`config.mk`:
```
export PLATFORM = sky130hd
export DESIGN_NAME = layer_serializer
export DESIGN_NICKNAME = d
export VERILOG_FILES = /design/src/rtl/layer_serializer.sv
export SDC_FILE = /design/constraint.sdc
export NUM_CORES = 1
export LEC_CHECK = 0
export ABC_AREA = 1
export CAP_MARGIN = 20
export CORE_AREA = 3 3 217 219
export DETAILED_ROUTE_END_ITERATION = 8
export DIE_AREA = 0 0 220 222
export GPL_TIMING_DRIVEN = 0
export PLACE_DENSITY = 0.78
export RECOVER_POWER = 50
export SLEW_MARGIN = 20
export SYNTH_ARGS = -nofsm -noshare
export SYNTH_HDL_FRONTEND = slang
export SYNTH_SLANG_ARGS = --single-unit
```
`constraint.sdc`:
```
create_clock -name i_clk -period 3.1 [get_ports i_clk]
set_input_delay 0.465 -clock i_clk [delete_from_list [all_inputs] [get_ports i_clk]]
set_output_delay 0.465 -clock i_clk [all_outputs]
set_load 0.005 [all_outputs]
```
`src/rtl/layer_serializer.sv`:
```
// layer_serializer: captures one layer's parallel output vector in a single
// handshake and replays it one neuron per valid/ready transfer.
// Ports: i_clk, i_rst_n (sync, active-low); i_layer_data/i_layer_valid/
// o_layer_ready parallel input; o_data/o_valid/o_neuron_id/o_layer_id/i_ready
// serial output; o_done pulses once per finished vector.
// Option: LAYER_SERIALIZER_PRELOAD_EN adds a shadow buffer so the next
// vector can be accepted while the current one is still being sent.
module layer_serializer #(
   parameter int LAYER_ID   = 1,
   parameter int NUM_NEURON = 30,
   parameter int DATA_WIDTH = 16
) (
   input  logic                             i_clk,
   input  logic                             i_rst_n,
   input  logic [NUM_NEURON*DATA_WIDTH-1:0] i_layer_data,
   input  logic                             i_layer_valid,
   output logic                             o_layer_ready,
   output logic [DATA_WIDTH-1:0]            o_data,
   output logic                             o_valid,
   output logic [31:0]                      o_neuron_id,
   output logic [31:0]                      o_layer_id,
   input  logic                             i_ready,
   output logic                             o_done
);

   localparam int IW = (NUM_NEURON > 1) ? $clog2(NUM_NEURON) : 1;
   localparam logic [IW-1:0] LAST = IW'(NUM_NEURON - 1);

   typedef enum logic [1:0] {
      S_IDLE,
      S_SEND,
      S_DONE
   } state_t;

   state_t                state_q, state_d;
   logic [IW-1:0]         idx_q, idx_d;
   logic [DATA_WIDTH-1:0] vec   [NUM_NEURON];
   logic [DATA_WIDTH-1:0] act_q [NUM_NEURON];
   logic [DATA_WIDTH-1:0] act_d [NUM_NEURON];

   logic                  valid_q, valid_d;
   logic                  done_q, done_d;
   logic                  lready_q, lready_d;
   logic [DATA_WIDTH-1:0] data_q, data_d;
   logic [31:0]           nid_q, nid_d;
   logic [31:0]           lid_q, lid_d;

   logic                  xfer;
   logic                  take;

`ifdef LAYER_SERIALIZER_PRELOAD_EN
   logic [DATA_WIDTH-1:0] shd_q [NUM_NEURON];
   logic [DATA_WIDTH-1:0] shd_d [NUM_NEURON];
   logic                  sfull_q, sfull_d;
`endif

   always_comb begin
      for (int n = 0; n < NUM_NEURON; n++)
         vec[n] = i_layer_data[n*DATA_WIDTH +: DATA_WIDTH];
   end

   assign xfer = valid_q & i_ready;
   assign take = i_layer_valid & lready_q;

   always_comb begin
      state_d = state_q;
      idx_d   = idx_q;
      act_d   = act_q;
`ifdef LAYER_SERIALIZER_PRELOAD_EN
      shd_d   = shd_q;
      sfull_d = sfull_q;
`endif
      unique case (state_q)
         S_IDLE: begin
            if (take) begin
               act_d   = vec;
               idx_d   = '0;
               state_d = S_SEND;
            end
         end
         S_SEND: begin
            if (xfer) begin
               if (idx_q == LAST) state_d = S_DONE;
               else               idx_d   = idx_q + 1'b1;
            end
`ifdef LAYER_SERIALIZER_PRELOAD_EN
            if (take) begin
               shd_d   = vec;
               sfull_d = 1'b1;
            end
`endif
         end
         S_DONE: begin
            state_d = S_IDLE;
`ifdef LAYER_SERIALIZER_PRELOAD_EN
            // ready is low while the shadow is full, so the two
            // branches cannot both apply
            if (sfull_q) begin
               act_d   = shd_q;
               sfull_d = 1'b0;
               idx_d   = '0;
               state_d = S_SEND;
            end else if (take) begin
               act_d   = vec;
               idx_d   = '0;
               state_d = S_SEND;
            end
`endif
         end
         default: state_d = S_IDLE;
      endcase
   end

   // outputs are registered images of the next state
   always_comb begin
      valid_d  = (state_d == S_SEND);
      done_d   = (state_d == S_DONE);
`ifdef LAYER_SERIALIZER_PRELOAD_EN
      lready_d = (state_d == S_IDLE) | ~sfull_d;
`else
      lready_d = (state_d == S_IDLE);
`endif
      data_d   = valid_d ? act_d[idx_d] : '0;
      nid_d    = valid_d ? 32'(idx_d) : '0;
      lid_d    = valid_d ? 32'(LAYER_ID) : '0;
   end

   always_ff @(posedge i_clk) begin
      if (!i_rst_n) begin
         state_q  <= S_IDLE;
         idx_q    <= '0;
         valid_q  <= 1'b0;
         done_q   <= 1'b0;
         lready_q <= 1'b1;
         data_q   <= '0;
         nid_q    <= '0;
         lid_q    <= '0;
      end else begin
         state_q  <= state_d;
         idx_q    <= idx_d;
         valid_q  <= valid_d;
         done_q   <= done_d;
         lready_q <= lready_d;
         data_q   <= data_d;
         nid_q    <= nid_d;
         lid_q    <= lid_d;
      end
   end

   // vector storage needs no reset; state decides if it is meaningful
   always_ff @(posedge i_clk) begin
      act_q <= act_d;
   end

`ifdef LAYER_SERIALIZER_PRELOAD_EN
   always_ff @(posedge i_clk) begin
      shd_q <= shd_d;
      if (!i_rst_n) sfull_q <= 1'b0;
      else          sfull_q <= sfull_d;
   end
`endif

   assign o_valid       = valid_q;
   assign o_done        = done_q;
   assign o_layer_ready = lready_q;
   assign o_data        = data_q;
   assign o_neuron_id   = nid_q;
   assign o_layer_id    = lid_q;

endmodule

```
==> impl_metrics.py, run 1 <==
metrics = {
    "critical_path": {
        "max_stage_delay_ns": 0.43,
        "path_cells": "nor2_4 -> nand2_4 -> inv_2 -> buf_2 -> clkbuf_1 -> nand2_1 -> nand2_1 -> nand2_1 -> nand3_1 -> nand3_1 -> nand2_1 -> nand3_1 -> nand2_1",
        "cp.required_ns": 3.65,
        "timing.reg2reg.setup_slack_ns": 0.08,
        "cpMaxStageDelayCell": "buf_2",
        "path_class": "register to register",
        "rr_worst_depth": 13,
        "cp-end-kind": "register",
        "crit_fanout": 10,
        "cp.arrival_ns": 3.57,
        "crit_top_cell": "nand2_1",
        "start_kind": "register",
        "r2r-start": "state_q[1]$_SDFF_PN0_",
        "r2r-end": "o_data[0]$_SDFF_PN0_",
    },
    "clock_tree": {
        "clock_sinks": 511,
        "cts_buffer_depth": 3,
        "cts_buffers": 52,
        "cts_tree": "built",
        "ctsRootBufferMaster": "clkbuf_16",
        "htreeDepth": 2,
        "post_cts_buffers": 0,
        "cts_hold_buf": 0,
        "clk_pin_slew_ns": 0.07,
        "clock_latency_ns": 0.61,
    },
    "drt": {
        "ant_nets": 0,
        "firstDrtPassIters": 8,
        "drc": 0,
        "drtIter0Drc": 2705,
        "routed_via_density": 5.35,
        "drt_wl_total_um": 96700,
        "route.detailed.wl_per_inst_um": 20.6,
        "dr_total_vias": 25200,
    },
    "timing": {
        "maxSlewHeadroom_pct": 46.3,
        "max_freq_ghz": 0.331,
        "fin_crit_sh_pct": 97.4,
        "fin_crit_ns": 3.02,
        "whs_ns": 0.431,
        "grt_setup_unrepaired": "false",
        "tightest_slew_ns": 0.805,
        "finalSetupViolations": 0,
        "maxSlewViolCount": 0,
        "hold_viol": 0,
        "skew_ns": 0.0178,
        "setup_slack_ns": 0.0819,
    },
    "global_route": {
        "grt_overflow": 0,
        "grt_pass1_vias": 23500,
        "grt_pass1_wl_um": 140000,
        "antenna_found_initial": 5,
        "grt_use_total_pct": 37.9,
        "grt_max_degree": 15,
    },
    "logic_synthesis": {
        "yosysWarnings": 0,
        "ys_seq_area_share_pct": 44.4,
        "synth_area_mm2": 0.0230,
        "synthFlopType": "dfxtp_1",
        "synth-edff-count": 0,
        "ys_types": 29,
        "avgSynthCellArea_um2": 6.70,
        "synth_seq_cells": 511,
        "async_flop_share_pct": 0,
        "syn-instance-count": 3435,
    },
    "floorplan": {
        "die_x_um": 220,
        "die_height_um": 222,
        "core_mm2": 0.0453,
        "die_area_mm2": 0.0488,
        "io_pins": 567,
        "rows": 78,
        "start_util_pct": 50.8,
    },
    "placement": {
        "port_buffers": 508,
        "gp_congestion": 0.999,
        "post-place-cells": 4600,
        "hpwl_um": 75500,
        "place_ws_ns": -0.202,
    },
    "power_and_ir_drop": {
        "worst_ir_drop_vdd_uv": 344,
        "p_comb_share_pct": 24.9,
        "pwr-share-clk_pct": 33.6,
        "p_per_area_mw_per_mm2": 644,
        "p_sw_w": 0.00624,
        "leakagePower_nw": 15.3,
        "total_power_w": 0.0199,
        "power.share.sequential_pct": 41.6,
        "p_int_w": 0.0137,
        "swShare_pct": 31.4,
    },
    "cells_and_area": {
        "final_cells": 4700,
        "synthToLayoutAreaGrowth_pct": 34.1,
        "num-nets-final": 4540,
        "drive_gt1_share_pct": 7.38,
        "final_util_pct": 68.1,
        "fillers": 4068,
    },
    "worst_hold_path": {
        "hold_end": "act_q[115]$_DFF_P_",
        "min_delay_path_depth": 3,
        "hold_start": "i_layer_data[355]",
        "hp-class": "input pin to register",
    },
    "outcome": {
        "status": "completed",
    },
    "flow_run": {
        "maxCapViolCount": 0,
    },
}
[layout by cell type (no fill, tap or decap), types with 2 or more instances in the layout]
cell,n
clkdlybuf4s50_1,487
clkinv_2,10
inv_2,6
bufinv_16,5
nand4_1,224
nor2_4,4
buf_4,69
ha_1,2
nor3_1,2
clkbuf_8,16
dlygate4sd3_1,21
diode_2,6
conb_1,58
inv_1,171
nor2_1,29
nand2_1,1603
clkbuf_16,53
clkinv_1,2
nand3_1,404
nand2_2,3
clkinvlp_4,2
buf_1,8
inv_6,2
clkbuf_1,119
buf_2,126
dfxtp_1,511
o21ai_0,76
a21oi_1,50
o21ai_1,22
[state kept, by name, indices dropped and copies added, names as in the netlist]
register,cells
state_q,2
o_data,16
o_neuron_id,5
idx_q,5
o_valid,1
act_q,480
o_layer_ready,1
o_done,1
[worst max path at each step]
stage,slack (ns),start,end
after floorplan,1.22,idx_q[1]$_SDFF_PN0_,o_data[5]$_SDFF_PN0_
after global placement,-0.17,i_layer_valid,o_data[15]$_SDFF_PN0_
after detailed placement,-0.20,i_layer_valid,o_data[5]$_SDFF_PN0_
after CTS,0.28,idx_q[0]$_SDFF_PN0_,o_data[4]$_SDFF_PN0_
after global routing,0.05,state_q[1]$_SDFF_PN0_,o_data[3]$_SDFF_PN0_
final,0.08,state_q[1]$_SDFF_PN0_,o_data[0]$_SDFF_PN0_
[repair_timing]
item / 4_1_cts / 5_1_grt
endpoints found under the setup margin: 0 / 1
gates resized for setup: 0 / 2
hold endpoints to repair: 0 / 0
[through the flow]
step / cell area, um2 / TNS (ns)
after CTS: 30900 / 0
after detailed placement: 29100 / -2.26
after floorplan: 23200 / 0
after global routing: 30900 / 0
final: 30900 / 0
after global placement: 29100 / -2.13
[cells by family after synthesis]
family / share of synthesized area [%]
buffers and inverters: 10.1
AOI/OAI and AO/OA: 3.37
DFF: 44.4
other: 0.0163
and+or+nand+nor: 42.0
adders and majority gates: 0.109
xor gates and xnor gates: 0.0381
[critical path: cells and delay by family (launching register included)]
| family | cells | cell delay, ns |
|---|---|---|
| buf+inv | 3 | 1.04 |
| simple gates | 10 | 1.57 |
| flops | 1 | 0.34 |
[power groups by stage]
stage	sequential [W]	combinational, W	clock (W)
3_5_place_dp	0.00839	0.00479	0
6_report	0.00826	0.00495	0.00667
5_1_grt	0.00837	0.00541	0.00691
4_1_cts	0.00825	0.00483	0.00663
2_1_floorplan	0.00831	0.00282	0
3_3_place_gp	0.00834	0.00473	0
[routing by layer]
metal | wire length [um] | part of all wire [%] | GRT usage, %
met5 | 0 | 0 | 0
met1 | 38600 | 40 | 49.3
met3 | 9370 | 9.7 | 6.98
met4 | 5260 | 5.4 | 18.2
met2 | 43500 | 45 | 60.8
[synth_stat cells (29+ instances only)]
cell type / instances / area [um2]
buf_4: 70 / 526
nand4_1: 224 / 1400
o21ai_0: 62 / 310
a21oi_1: 49 / 245
o21ai_1: 36 / 180
dfxtp_1: 511 / 10200
nand3_1: 404 / 2020
buf_2: 143 / 716
inv_1: 170 / 638
nor2_1: 29 / 109
nand2_1: 1603 / 6020
clkbuf_1: 92 / 345
[cell type report]
type	instances	area (um2)	area share, %
clock inverters	19	233	0.754
repair buffers	508	5080	16.5
well taps	600	751	2.43
diodes	6	15.0	0.0487
clock buffers	75	1570	5.08
inverters	179	672	2.18
multi-input cells	2484	10700	34.6
flip-flops and latches	511	10200	33.2
plain buffers	318	1620	5.25
Note: power is estimated with default switching activity, not from simulation.
==> run 2, diff against run 1 <==
CORE_AREA = 3 3 175 306   (was 3 3 217 219)
DIE_AREA = 0 0 178 309   (was 0 0 220 222)
PLACE_DENSITY = 0.72   (was 0.78)
clock period = 2.7 ns   (was 3.1 ns; I/O delays follow)
==> impl_metrics.py, run 2 (synthesis results as in run 1) <==
metrics = {
    "outcome": {
        "status": "finished with violations",
        "violations": "setup timing",
    },
    "global_route": {
        "grt_pass1_wl_um": 145000,
        "grtUsageMet1_pct": 37.0,
        "busiest_layer": "met2",
        "antenna_found_initial": 7,
        "grt_max_degree": 16,
        "grtUsageMet3_pct": 5.44,
        "grt_util_met2_pct": 62.4,
        "grt_use_total_pct": 35.8,
        "grt_overflow": 0,
        "grt_pass1_vias": 24500,
    },
    "drt": {
        "route.detailed.wl_per_inst_um": 21.5,
        "routed_via_density": 5.24,
        "drtIter0Drc": 2028,
        "firstDrtPassIters": 6,
        "dr_total_vias": 25000,
        "ant_nets": 0,
        "drc": 0,
        "drt_wl_total_um": 103000,
    },
    "clock_tree": {
        "clock_latency_ns": 0.60,
        "cts_tree": "built",
        "clock_sinks": 511,
        "ctsRootBufferMaster": "clkbuf_16",
        "cts_buffers": 47,
        "cts_buffer_depth": 3,
        "cts_hold_buf": 0,
        "clk_pin_slew_ns": 0.07,
        "htreeDepth": 2,
    },
    "placement": {
        "hpwl_um": 82800,
        "place_area_mm2": 0.0292,
        "gp_congestion": 1.01,
        "place_ws_ns": -0.792,
        "port_buffers": 508,
    },
    "power_and_ir_drop": {
        "power.share.sequential_pct": 42.2,
        "worst_ir_drop_vdd_uv": 522,
        "total_power_w": 0.0225,
        "p_sw_w": 0.00720,
        "leakagePower_nw": 15.5,
        "p_per_area_mw_per_mm2": 721,
        "p_comb_share_pct": 26.1,
        "swShare_pct": 32.0,
        "pwr-share-clk_pct": 31.7,
        "p_int_w": 0.0153,
    },
    "timing": {
        "finalSetupViolations": 5,
        "skew_ns": 0.0301,
        "setup_slack_ns": -0.0874,
        "tns_ns": -0.246,
        "fin_crit_sh_pct": 103,
        "maxSlewViolCount": 0,
        "maxSlewHeadroom_pct": 53.3,
        "tightest_slew_ns": 0.701,
        "fin_crit_ns": 2.79,
        "max_freq_ghz": 0.359,
        "hold_viol": 0,
        "grt_setup_unrepaired": "true",
    },
    "cells_and_area": {
        "layout_commonest_cell": "nand2_1",
        "final_cell_mix": "nand2_1 (1598), dfxtp_1 (511), clkdlybuf4s50_1 (508)",
        "largest-register": "act_q",
        "drive_gt1_share_pct": 9.38,
        "largest_register_ffs": 480,
        "final_area_mm2": 0.0312,
        "num-nets-final": 4545,
        "synthToLayoutAreaGrowth_pct": 35.3,
        "fillers": 5012,
        "final_util_pct": 60.7,
    },
    "floorplan": {
        "rows": 110,
        "io_pins": 567,
        "die_x_um": 178,
        "start_util_pct": 44.8,
        "core_mm2": 0.0513,
        "die_height_um": 309,
        "die_area_mm2": 0.0550,
    },
    "flow_run": {
        "maxCapViolCount": 0,
    },
    "critical_path": {
        "cpMaxStageDelayCell": "dfxtp_1",
        "cp-end-kind": "register",
        "cp.required_ns": 3.20,
        "path_class": "register to register",
        "start_kind": "register",
        "path_cells": "nand2_1 -> inv_4 -> nand2_4 -> buf_4 -> clkbuf_4 -> buf_2 -> o21ai_1 -> o21ai_1 -> a21oi_1 -> nand2_1 -> nand3_1 -> nand2_2",
        "crit_fanout": 10,
        "cp.arrival_ns": 3.29,
        "max_stage_delay_ns": 0.36,
    },
    "worst_hold_path": {
        "hp-class": "input pin to register",
    },
}
-- run 2: changes by cell type in the layout (fill, tap and decap cells not counted), sizes merged, moves of 2 or more --
cell and change:
clkdlybuf4s50 +21, dlygate4sd3 -21, clkbuf -16, clkinv +2
buf +15
-- run 2: power groups by stage --
stage | Combinational, W | Clock (W) | Sequential (W)
final | 0.00586 | 0.00712 | 0.00948
after global routing | 0.00638 | 0.00739 | 0.00960
after CTS | 0.00571 | 0.00710 | 0.00947
after detailed placement | 0.00563 | 0 | 0.00963
after global placement | 0.00557 | 0 | 0.00958
after floorplan | 0.00324 | 0 | 0.00954
-- run 2: path summary, 6_finish.rpt --
| path | from | end | slack, ns | cells after the start |
|---|---|---|---|---|
| setup / recovery | o_layer_ready$_SDFF_PN1_ | o_data[12]$_SDFF_PN0_ | -0.09 | 12 |
| hold / removal | i_layer_data[162] | act_q[306]$_DFF_P_ | 0.37 | 3 |
| setup reg to reg | o_layer_ready$_SDFF_PN1_ | o_data[12]$_SDFF_PN0_ | -0.09 | 12 |
| hold reg to reg | act_q[137]$_DFF_P_ | act_q[137]$_DFF_P_ | 0.45 | 2 |
-- run 2: per-stage QoR --
step,hold slack (ns),std cells
floorplan,0.416,3492
global placement,0.426,4672
detailed placement,0.430,4672
CTS,0.363,4761
global route,0.389,4773
finish,0.374,4774
-- run 2: worst max-delay path, delay by kind of cell, from the launching register on --
family,cells,cell delay [ns]
AOI/OAI and AO/OA,3,0.61
DFF,1,0.36
and+or+nand+nor,5,0.72
buffers and inverters,4,1.00
-- run 2: timing repair --
| item | 4_1_cts | 5_1_grt |
|---|---|---|
| cloned | 0 | 0 |
| endpoints found under the setup margin | 16 | 15 |
| pin swaps | 1 | 3 |
| resized for setup | 60 | 77 |
| setup buffers | 4 | 7 |
-- run 2: final cells by class --
type / instances / area [um2] / area share, %
Multi-Input combinational cell: 2484 / 10800 / 34.6
Buffer: 317 / 1810 / 5.80
Timing Repair Buffer: 519 / 5180 / 16.6
Inverter: 179 / 682 / 2.19
Tap cell: 672 / 841 / 2.70
Antenna cell: 7 / 17.5 / 0.0562
Sequential cell: 511 / 10200 / 32.8
Clock inverter: 21 / 260 / 0.835
Clock buffer: 64 / 1360 / 4.37
-- run 2: per-layer routing --
layer,vias up,part of all wire [%]
met5,-,0.013
met4,2,9.9
met3,392,7.0
met2,1268,49
met1,11200,35
li1,12200,-
